**src/rtl/mdio_master.sv**
```systemverilog
// Clause 22 MDIO management master with an internal MDC divider.
// Commands use a valid/ready channel and read results return on a rsp_* pulse.
module mdio_master #(
    parameter int CLK_DIV_HALF = 25,
    parameter int PREAMBLE_LEN = 32
) (
    input  logic        clk,
    input  logic        reset_n,
    input  logic        cmd_valid,
    output logic        cmd_ready,
    input  logic        cmd_write,
    input  logic [4:0]  cmd_phy_addr,
    input  logic [4:0]  cmd_reg_addr,
    input  logic [15:0] cmd_wdata,
    input  logic        cfg_preamble_suppress,
    output logic        rsp_valid,
    output logic [15:0] rsp_rdata,
    output logic        rsp_error,
    output logic        busy,
    output logic        mdc,
    input  logic        mdio_i,
    output logic        mdio_o,
    output logic        mdio_t
);

    localparam int DIV_W = $clog2(CLK_DIV_HALF);
    localparam logic [DIV_W-1:0] DIV_LAST = DIV_W'(CLK_DIV_HALF - 1);
    localparam logic [5:0] PRE_LAST = (PREAMBLE_LEN > 0) ? 6'(PREAMBLE_LEN - 1) : 6'd0;

    localparam logic [2:0] S_IDLE = 3'd0;
    localparam logic [2:0] S_PRE  = 3'd1;
    localparam logic [2:0] S_HDR  = 3'd2;
    localparam logic [2:0] S_TA   = 3'd3;
    localparam logic [2:0] S_DATA = 3'd4;
    localparam logic [2:0] S_DONE = 3'd5;

    generate
        if (CLK_DIV_HALF < 2) begin : g_div_check
            $error("mdio_master: CLK_DIV_HALF must be at least 2");
        end
        if (PREAMBLE_LEN < 0 || PREAMBLE_LEN > 32) begin : g_pre_check
            $error("mdio_master: PREAMBLE_LEN must be within 0..32");
        end
    endgenerate

    logic [2:0]       state;
    logic [5:0]       bit_cnt;
    logic [DIV_W-1:0] div_cnt;
    logic             wr_q;
    logic [31:0]      tx_sr;
    logic [15:0]      rx_sr;
    logic             ta_err;

    assign cmd_ready = (state == S_IDLE);
    assign busy      = ~cmd_ready;

    always_ff @(posedge clk or negedge reset_n) begin
        if (!reset_n) begin
            state     <= S_IDLE;
            bit_cnt   <= '0;
            div_cnt   <= '0;
            wr_q      <= 1'b0;
            tx_sr     <= '0;
            rx_sr     <= '0;
            ta_err    <= 1'b0;
            mdc       <= 1'b0;
            mdio_o    <= 1'b1;
            mdio_t    <= 1'b1;
            rsp_valid <= 1'b0;
            rsp_rdata <= '0;
            rsp_error <= 1'b0;
        end else begin
            rsp_valid <= 1'b0;
            if (state == S_IDLE) begin
                mdc     <= 1'b0;
                div_cnt <= '0;
                if (cmd_valid) begin
                    // ST/OP/PHYAD/REGAD/TA/DATA packed MSB-first; read tail is all ones
                    wr_q   <= cmd_write;
                    tx_sr  <= {2'b01, (cmd_write ? 2'b01 : 2'b10), cmd_phy_addr, cmd_reg_addr,
                               (cmd_write ? {2'b10, cmd_wdata} : 18'h3FFFF)};
                    mdio_t <= 1'b0;
                    if (!cfg_preamble_suppress && PREAMBLE_LEN > 0) begin
                        state   <= S_PRE;
                        bit_cnt <= PRE_LAST;
                        mdio_o  <= 1'b1;
                    end else begin
                        state   <= S_HDR;
                        bit_cnt <= 6'd13;
                        mdio_o  <= 1'b0;
                    end
                end
            end else if (div_cnt != DIV_LAST) begin
                div_cnt <= div_cnt + 1'b1;
            end else begin
                div_cnt <= '0;
                mdc     <= ~mdc;
                if (!mdc) begin
                    // rising MDC: capture PHY-driven bits
                    if (state == S_TA && bit_cnt == '0) ta_err <= mdio_i;
                    if (state == S_DATA) rx_sr <= {rx_sr[14:0], mdio_i};
                end else begin
                    bit_cnt <= bit_cnt - 1'b1;
                    if (state != S_PRE) begin
                        tx_sr  <= {tx_sr[30:0], 1'b0};
                        mdio_o <= tx_sr[30];
                    end
                    case (state)
                        S_PRE: if (bit_cnt == '0) begin
                            state   <= S_HDR;
                            bit_cnt <= 6'd13;
                            mdio_o  <= tx_sr[31];
                        end
                        S_HDR: if (bit_cnt == '0) begin
                            state   <= S_TA;
                            bit_cnt <= 6'd1;
                            mdio_t  <= ~wr_q;
                        end
                        S_TA: if (bit_cnt == '0) begin
                            state   <= S_DATA;
                            bit_cnt <= 6'd15;
                        end
                        S_DATA: if (bit_cnt == '0) begin
                            state   <= S_DONE;
                            bit_cnt <= '0;
                            mdio_t  <= 1'b1;
                            mdio_o  <= 1'b1;
                        end
                        S_DONE: begin
                            state     <= S_IDLE;
                            bit_cnt   <= '0;
                            mdio_o    <= 1'b1;
                            rsp_valid <= 1'b1;
                            rsp_rdata <= wr_q ? 16'h0000 : rx_sr;
                            rsp_error <= ~wr_q & ta_err;
                        end
                        default: state <= S_IDLE;
                    endcase
                end
            end
        end
    end

endmodule

```
**config.mk**
```make
export PLATFORM = sky130hd
export DESIGN_NAME = mdio_master
export DESIGN_NICKNAME = d
export VERILOG_FILES = /design/src/rtl/mdio_master.sv
export SDC_FILE = /design/constraint.sdc
export NUM_CORES = 1
export LEC_CHECK = 0
export ABC_AREA = 1
export CORE_MARGIN = 5
export CORE_UTILIZATION = 51
export CTS_BUF_LIST = sky130_fd_sc_hd__clkbuf_8
export DETAILED_ROUTE_END_ITERATION = 7
export PLACE_DENSITY = 0.86
export SLEW_MARGIN = 20
export SYNTH_ARGS = -nofsm -noshare
export SYNTH_HDL_FRONTEND = slang
export SYNTH_SLANG_ARGS = --single-unit
```
**constraint.sdc**
```tcl
create_clock -name clk -period 2.7 [get_ports clk]
set_input_delay 0.54 -clock clk [delete_from_list [all_inputs] [get_ports clk]]
set_output_delay 0.54 -clock clk [all_outputs]
set_load 0.005 [all_outputs]
```
# --- Yosys cells after proc, flatten, opt, wreduce, memory -nomap -nowiden ---
# Index checks and enable logic that the tools add are counted.
totals:
  elab_cells: 99
  output_inout_bits: 23
  ff_bits: 85
classes:
  n_eq_ne: 13
  muxes: 52
  n_addsub: 2
  n_reduce_logical: 14
  bitwise: 5
op_table:
  columns: ["operator", "n"]
  rows:
  - ["32-bit two-way mux", 5]
  - ["6-bit two-way mux", 8]
  - ["6-bit case mux with 5 select lines", 1]
  - ["3-bit two-way mux", 8]
  - ["1-bit two-way mux", 20]
  - ["17-bit two-way mux", 1]
  - ["16-bit two-way mux", 1]
  - ["4-bit AND reduction", 4]
  - ["5-bit two-way mux", 3]
  - ["3-bit case mux with 4 select lines", 1]
  - ["3-bit inequality test (second input constant)", 3]
  - ["7-bit AND reduction", 1]
  - ["3-bit by 2-bit equality test with 1-bit output (second input constant)", 2]
  - ["3-bit equality test (second input constant)", 2]
  - ["6-bit zero test", 1]
  - ["6-bit AND reduction", 1]
  - ["6-bit by 1-bit subtractor with 6-bit output (second input constant)", 1]
  - ["5-bit by 1-bit adder with 5-bit output (second input constant)", 1]
  - ["5-bit inequality test (second input constant)", 1]
  - ["2-bit two-way mux", 2]
  - ["2-bit inequality test (second input constant)", 2]
  - ["1-bit inverter", 4]
  - ["2-bit nonzero test", 2]
  - ["3-bit by 1-bit equality test with 1-bit output (second input constant)", 1]
  - ["other kinds (10)", 10]

# --- Logic depth before layout (Yosys ltp) ---
# Gate-level depths: netlist of run 1.
logic_depth:
  depth_word: 7
  depth_mapped: 10

# --- Worst setup path before layout of run 1 ---
# Ideal clock, no wire load.
synth_timing:
  path_kind: "flip-flop to output port"
  from: "register state[0]"
  to: "output port cmd_ready"
  setup_slack_ns: 1.108
  t_arrival_ns: 1.052
  n_path_buf: 3
  stages_incl_launch_ff: 7
  cell_sequence: "dfrtp_1 > buf_2 > nor2_4 > nand2_2 > inv_1 > buf_4 > buf_2"
synth_between:
  elab_chain_len: 1
synth_rtl:
  columns: ["element", "line_no", "text"]
  rows:
  - ["start, declared", "46", "logic [2:0] state;"]
  - ["start signal, assigned", "59", "state <= S_IDLE;"]
  - ["start signal, assigned", "84", "state <= S_PRE;"]
  - ["start signal, assigned", "88", "state <= S_HDR;"]
  - ["3-bit zero test", "54", "assign cmd_ready = (state == S_IDLE);"]
  - ["end, declared", "10", "output logic cmd_ready,"]
# No other way between the ends.

# --- Final worst setup path of run 1 ---
# Ends and elaborated chain as after synthesis.

==> impl_metrics.yaml, run 1 <==
cells_and_area:
  final_common_cell: "nand2_1"
  finalNetCount: 595
  nFillCells: 658
  antennaDiodeCount: 0
  syn_to_final_growth_pct: 18.3
  layout_common_cells: "nand2_1 (134), o21ai_0 (93), dfrtp_1 (83)"
  drive_gt1_share_pct: 6.74
timing:
  finalSetupViolations: 0
  drv_slew: 0
  fin_worst_skew_ps: 7.38
  relSlewSlack_pct: 62.8
  fin_crit_ps: 2460
  hold_violations: 0
  grt_setup_unrepaired: "no"
  setup_tns_ps: 0
  timing.final.crit_share_pct: 91.2
  fmax_ghz: 0.406
  holdWs_ps: 175
  worst_pin_slew_ps: 558
setup_path:
  critPathKind: "register to primary output"
  r2r_slack_ps: 350
  rr_worst_depth: 9
  cp.arrival_ps: 1920
  r2r-end: "tx_sr[0]"
  cp_slowest_cell: "clkdlybuf4s50_1"
  path_buf_inv: 2
  critPathMaxStageDelay_ps: 560
  required_ps: 2160
  critPathMaxFanout: 11
  start_kind: "register"
  cp_cell_sequence: "nor2_4 -> nand2_2 -> inv_1 -> clkdlybuf4s50_1"
  critical_path.endpoint_type: "primary output"
  r2r_start: "state[0]"
  critPathTopFamily: "buffers and inverters"
die:
  ios: 55
  fp-row-count: 32
  die_x_microns: 100
  die_y_microns: 100
  core_area_sq_mm: 0.00781
  dieArea_sq_mm: 0.0100
  initial_core_util_pct: 52.9
place:
  gp_congestion: 0.928
  hpwlAfterDp_microns: 6270
  port_buffers: 54
synthesis:
  synth_fp_nets: 547
  muxShareOfSynthArea_pct: 0
  synth_compound_area_share_pct: 14.7
  avgSynthCellArea_sq_um: 8.09
  ys_top_cells_by_area: "dfrtp_1 (50%), nand2_1 (12%), o21ai_0 (11%)"
  synth_top_family_by_area: "simple AND/OR/NAND/NOR gates"
  yosysSeqAreaShare_pct: 51.5
  synth_xor_area_share_pct: 0.424
  synthCells: 511
  yosys.area.top_type_share_pct: 50.3
  synthAdderAreaFrac_pct: 1.21
  syn_area_sq_mm: 0.00413
  ys_types: 28
  synth_warnings: 0
  ys_seq_elements: 85
  synth_area_leader_cell: "dfrtp_1"
  synth_simple_gate_area_share_pct: 23.1
global_route:
  grt_max_degree: 52
  grt_pass1_wl_microns: 15000
  grt_pass1_vias: 3270
  track_usage_pct: 18.4
  antenna_found_initial: 0
  grt.overflow.total: 0
clock_tree:
  cts_buffers: 9
  clockRootBuffer: "clkbuf_8"
  tritoncts: "built"
  cts_buffer_depth: 2
  clk_pin_slew_worst_paths_ps: 90
  clk_latency_ps: 340
  htreeDepth: 3
  clock-sinks: 85
routing:
  wirelength_microns: 8790
  dr.pass1.iters: 6
  via_per_inst: 5.23
  drtIter0Drc: 246
  ant_nets: 0
  avgRoutedWirePerCell_microns: 13.2
  num_vias: 3481
  post-route-drc-count: 0
min_path:
  hp-class: "primary input to asynchronous set/reset pin"
power_and_ir_drop:
  p_per_area_mw_per_mm2: 886
  p_leak_nw: 2.37
  ir_drop_v: 0.000434
status:
  status: "finished, final reports clean"
run:
  cap_violations: 0
-- report_power, final --
group / internal, mW / leakage (nW) / switching [mW]
combinational: 0.600 / 1.18 / 1.19
sequential: 1.58 / 1.10 / 0.160
clock: 0.338 / 0.0874 / 0.466
total: 2.52 / 2.37 / 1.81
-- repair_timing --
action / CTS / global route
hold buffers: 0 / 0
gates resized for setup: 0 / 1
endpoints found under the setup margin: 0 / 2
buffers inserted: 0 / 0
endpoints found under the hold margin: 0 / 0
-- logic make-up after synthesis --
group | after synthesis
xor+xnor | 2
buf+inv | 83
fa+ha+maj | 4
compound gates | 120
flops | 85
simple gates | 217
-- flip-flops by register name (all words and copies together), names as in the netlist --
signal,cells
mdio_o,1
rsp_valid,1
rsp_error,1
ta_err,1
bit_cnt,6
mdio_t,1
tx_sr,32
state,3
rsp_rdata,16
mdc,1
wr_q,1
rx_sr,16
div_cnt,5
-- routing by layer --
metal  track usage (%)  routed length, microns  vias to the layer above
met5                 0                       0                        -
met4              5.80                     119                        0
met3              3.41                     395                       10
met2              29.1                    4280                       76
met1              25.8                    4000                     1660
li1                  -                       -                     1735
-- cells in the mapped netlist, drive strengths merged --
master / number
a22oi: 1
dfrtp: 83
dfstp: 2
ha: 4
buf: 17
clkinv: 1
nor3: 1
o211ai: 1
nor2: 33
inv: 58
a21oi: 11
nor3b: 2
clkbuf: 7
xnor2: 1
nand3: 35
xor2: 1
o21ai: 107
nand4: 7
nand2: 139
-- stage by stage --
step	util (%)	worst slack (ps)	std cells	power [mW]	cell area, sq um
floorplan	-	1110	511	3.15	4130
global placement	60.3	425	650	3.45	4710
detailed placement	60.3	269	650	3.52	4710
CTS	62.6	242	666	4.34	4880
global route	62.6	112	666	4.71	4890
finish	62.6	238	666	4.33	4890
-- worst max-delay path by stage --
| stage | start | end | slack (ps) | cells after the start |
|---|---|---|---|---|
| after floorplan | state[0] | cmd_ready | 1110 | 6 |
| after global placement | state[0] | tx_sr[31] | 430 | 9 |
| after detailed placement | state[0] | tx_sr[0] | 270 | 9 |
| after CTS | state[0] | cmd_ready | 240 | 4 |
| after global routing | state[0] | cmd_ready | 110 | 4 |
| final | state[0] | cmd_ready | 240 | 4 |
-- final cells by class --
cell class                 count  area [sq um]  share of cell area [%]
multi-input combinational    343          1630                    33.4
clock inverter                 7          50.0                    1.02
sequential                    85          2130                    43.6
tap                          102           128                    2.61
timing repair buffer          61           603                    12.3
inverter                      59           221                    4.53
clock buffer                   9           124                    2.53
Note: power is estimated with default switching activity, not from simulation.
==> inputs of run 2 (changes only) <==
Settings changed: REMOVE_ABC_BUFFERS set to 1.
==> run 2 against run 1 <==
Compared with the run above:
- utilization is 0.11 points lower
- sequential share of layout area is 0.078 points higher
- clock skew is 3.3 ps higher
- first-iteration DRC count is 21% higher
- cell area is 0.18% lower
- total power is 0.36% higher
- clock power is 1% higher
- combinational power hardly changed
- sequential power hardly changed
- non-clock buffer count is 1 lower
- critical path type unchanged
- largest cell class unchanged
- largest power group unchanged
- highest routed layer unchanged
==> impl_metrics.yaml, run 2 (same netlist as run 1, synthesis figures left out) <==
clock_tree:
  cts_setup_buffers: 0
  clk_pin_slew_worst_paths_ps: 80
  tritoncts: "built"
  clock-sinks: 85
  clockRootBuffer: "clkbuf_8"
  cts_resized: 0
  cts_buffer_depth: 2
  cts_hold_buf: 0
  cts_buffers: 9
  clk_latency_ps: 350
  htreeDepth: 3
timing:
  fmax_ghz: 0.404
  hold_violations: 0
  worst_pin_slew_ps: 591
  drv_slew: 0
  timing.final.crit_share_pct: 91.6
  relSlewSlack_pct: 60.6
  finalSetupViolations: 0
  fin_crit_ps: 2470
  setup_tns_ps: 0
  grt_setup_unrepaired: "no"
  fin_worst_skew_ps: 10.7
routing:
  ant_nets: 0
  drtIter0Drc: 297
  avgRoutedWirePerCell_microns: 13.3
  num_vias: 3553
  dr.pass1.iters: 5
  post-route-drc-count: 0
  wirelength_microns: 8840
  via_per_inst: 5.34
die:
  fp-row-count: 32
  ios: 55
  die_y_microns: 100
  core_area_sq_mm: 0.00781
  dieArea_sq_mm: 0.0100
  die_x_microns: 100
  initial_core_util_pct: 52.9
cells_and_area:
  top_register: "tx_sr"
  stdcell_area_sq_mm: 0.00488
  antennaDiodeCount: 0
  final_core_util_pct: 62.5
  finalNetCount: 594
  nFillCells: 664
  syn_to_final_growth_pct: 18.0
  reg_top3: "tx_sr: 32 flops, rsp_rdata: 16 flops, rx_sr: 16 flops"
  final_common_cell: "nand2_1"
  layout_common_cells: "nand2_1 (135), o21ai_0 (93), dfrtp_1 (83)"
  largest_register_ffs: 32
  drive_gt1_share_pct: 6.57
setup_path:
  critical_path.endpoint_type: "primary output"
  critPathTopFamily: "buffers and inverters"
  start_kind: "register"
  critPathMaxFanout: 11
  critPathMaxStageDelay_ps: 570
  cp.arrival_ps: 1930
  required_ps: 2160
  path_buf_inv: 2
  cp_cell_sequence: "nor2_4 -> nand2_2 -> inv_1 -> clkdlybuf4s50_1"
  critPathKind: "register to primary output"
  cp_slowest_cell: "clkdlybuf4s50_1"
global_route:
  grt_max_degree: 52
  track_usage_pct: 19.1
  grt.overflow.total: 0
  grt_pass1_vias: 3342
  grt_pass1_wl_microns: 15500
  antenna_found_initial: 0
place:
  gp_congestion: 0.926
  placed_area_sq_mm: 0.00470
  port_buffers: 54
  hpwlAfterDp_microns: 6120
status:
  status: "finished, final reports clean"
run:
  cap_violations: 0
power_and_ir_drop:
  power.total_mw: 4.35
  ir_drop_v: 0.000496
  p_per_area_mw_per_mm2: 891
  p_leak_nw: 2.36
min_path:
  hp-class: "primary input to asynchronous set/reset pin"
-- run 2: metal layers --
layer | vias to the layer above | routed length [microns] | track usage, %
li1 | 1735 | - | -
met1 | 1708 | 3980 | 26.6
met2 | 96 | 4210 | 28.8
met3 | 14 | 500 | 5.07
met4 | 0 | 150 | 7.05
met5 | - | 0 | 0
-- run 2: final timing paths --
| kind | from | to | slack (ps) | depth (start not counted) |
|---|---|---|---|---|
| max | state[0] | cmd_ready | 230 | 4 |
| min | reset_n | div_cnt[2] | 160 | 1 |
| max reg2reg | state[0] | tx_sr[31] | 300 | 9 |
| min reg2reg | mdio_t | mdio_t | 470 | 2 |
| max in group asynchronous | reset_n | rsp_rdata[3] | 1910 | 2 |
| min in group clk | mdio_t | mdio_t | 470 | 2 |
-- run 2: cell type report --
class	instances	area, sq um	share of cell area (%)
sequential	85	2130	43.7
multi-input combinational	343	1630	33.4
timing repair buffer	60	596	12.2
inverter	59	221	4.54
tap	102	128	2.62
clock buffer	9	124	2.54
clock inverter	7	51.3	1.05
-- run 2: per-stage QoR --
stage | hold WS [ps] | worst slack, ps | instances
after detailed placement | 461 | 361 | 649
after global placement | 463 | 507 | 649
final | 156 | 226 | 665
after CTS | 163 | 219 | 665
after global routing | 185 | 103 | 665
after floorplan | 244 | 246 | 487
-- run 2: power breakdown --
| part | switching [mW] | internal (mW) | total [mW] | leakage [nW] |
|---|---|---|---|---|
| Sequential | 0.163 | 1.58 | 1.74 | 1.10 |
| Clock | 0.476 | 0.337 | 0.813 | 0.0856 |
| Combinational | 1.19 | 0.599 | 1.79 | 1.18 |
-- run 2: worst reg2reg max path, delay by kind of cell, from the launching register on --
kind            cells  cell delay (ps)
buf+inv             2              430
simple gates        6             1290
flops               1              490
compound gates      1               80
==> inputs of run 3 (changes only) <==
Settings changed: CAP_MARGIN set to 40, GPL_TIMING_DRIVEN set to 0.
==> run 3 against run 2 <==
Compared with the run above:
- flip-flop and latch count unchanged
- hold slack got worse by 56 ps
- non-clock buffer count decreased by 4
- critical path type unchanged
- largest cell class unchanged
==> impl_metrics.yaml, run 3 (same netlist as run 1, synthesis figures left out) <==
clock_tree:
  cts_buffers: 9
  tritoncts: "built"
  clk_pin_slew_worst_paths_ps: 90
  clock-sinks: 85
  cts_hold_buf: 0
  htreeDepth: 3
  cts_buffer_depth: 2
  clockRootBuffer: "clkbuf_8"
  clk_latency_ps: 350
  cts_setup_buffers: 0
global_route:
  grt_pass1_vias: 3329
  track_usage_pct: 18.3
  antenna_found_initial: 0
  grt_pass1_wl_microns: 14900
  grt_max_degree: 60
  grt.overflow.total: 0
timing:
  timing.final.crit_share_pct: 96.9
  relSlewSlack_pct: 60.2
  holdWs_ps: 100
  worst_pin_slew_ps: 596
  fmax_ghz: 0.382
  fin_crit_ps: 2620
  finalSetupViolations: 0
  fin_worst_skew_ps: 9.67
  drv_slew: 0
  hold_violations: 0
die:
  dieArea_sq_mm: 0.0100
  ios: 55
  die_y_microns: 100
  initial_core_util_pct: 52.9
  die_x_microns: 100
  fp-row-count: 32
  core_area_sq_mm: 0.00781
place:
  placed_area_sq_mm: 0.00468
  hpwlAfterDp_microns: 5920
  port_buffers: 54
  gp_congestion: 0.920
  dp_cells: 645
setup_path:
  cp.arrival_ps: 2080
  start_kind: "register"
  cp_slowest_cell: "clkdlybuf4s50_1"
  path_buf_inv: 2
  rr_worst_depth: 9
  r2r_start: "div_cnt[0]"
  critPathKind: "register to primary output"
  critical_path.endpoint_type: "primary output"
  cp-startpoint: "state[0]"
  critPathMaxFanout: 58
  critPathMaxStageDelay_ps: 540
  required_ps: 2160
  cp_num_cells: 4
  cp_cell_sequence: "nor2_4 -> nand2_2 -> clkinv_8 -> clkdlybuf4s50_1"
  critPathTopFamily: "buffers and inverters"
cells_and_area:
  layout_common_cells: "nand2_1 (135), o21ai_0 (93), dfrtp_1 (83)"
  top_register: "tx_sr"
  drive_gt1_share_pct: 5.90
  layout.cells.non_filler: 661
  stdcell_area_sq_mm: 0.00494
  antennaDiodeCount: 0
  reg_top3: "tx_sr: 32 flops, rsp_rdata: 16 flops, rx_sr: 16 flops"
  final_common_cell: "nand2_1"
  final_core_util_pct: 63.2
  finalNetCount: 590
  syn_to_final_growth_pct: 19.4
  largest_register_ffs: 32
routing:
  met2WireLength_microns: 4320
  post-route-drc-count: 0
  ant_nets: 0
  drtIter0Drc: 184
  wl_met3_microns: 325
  wirelength_microns: 8650
  via_per_inst: 5.25
  wl_met1_microns: 3840
  highest_layer: "met4"
  dr.pass1.iters: 4
  num_vias: 3471
  avgRoutedWirePerCell_microns: 13.1
power_and_ir_drop:
  ir_drop_v: 0.000458
  p_per_area_mw_per_mm2: 923
  p_leak_nw: 2.38
  power.total_mw: 4.55
min_path:
  hp-class: "primary input to asynchronous set/reset pin"
run:
  cap_violations: 0
status:
  status: "finished, final reports clean"
run 3: cell count changes in the layout (fill, tap and decap cells not counted), sizes merged:
cell      previous run  this run
buf                  7         3
bufinv               0         3
clkinv               5         4
clkinvlp             2         1
inv                 59        58
run 3: power breakdown:
| part | switching [mW] | internal [mW] |
|---|---|---|
| Combinational | 1.17 | 0.578 |
| Sequential | 0.158 | 1.58 |
| Clock | 0.454 | 0.611 |
run 3: cell type report:
cell class,instances,area (sq um)
clock buffers,9,124
clock inverters,7,115
well taps,102,128
flip-flops and latches,85,2130
fillers,637,2870
repair buffers,56,577
multi-input cells,343,1630
inverters,59,234
run 3: through the flow:
stage / setup slack (ps) / setup TNS [ps]
floorplan: 246 / 0
global placement: -1860 / -159730
detailed placement: 14.2 / 0
CTS: 32.7 / 0
global route: -6.75 / -6.75
finish: 83.5 / 0
run 3: path summary, 6_finish.rpt:
kind / to / slack, ps
worst max-delay path: cmd_ready / 80
worst min-delay path: bit_cnt[5] / 100
worst max register to register: tx_sr[28] / 360
worst min register to register: mdio_t / 470
max in group asynchronous: rsp_rdata[1] / 2000
min in group clk: mdio_t / 470
run 3: layer usage:
metal  global-route usage [%]  up-vias
met3                     5.00       20
met1                     23.1     1650
li1                         -     1729
met2                     30.2       72
met4                     6.74        0
met5                        0        -
run 3: what timing repair did:
action | in CTS | in global routing
setup endpoints to repair | 2 | 1
pin swaps | 0 | 0
resized for setup | 3 | 1
gates cloned | 0 | 0
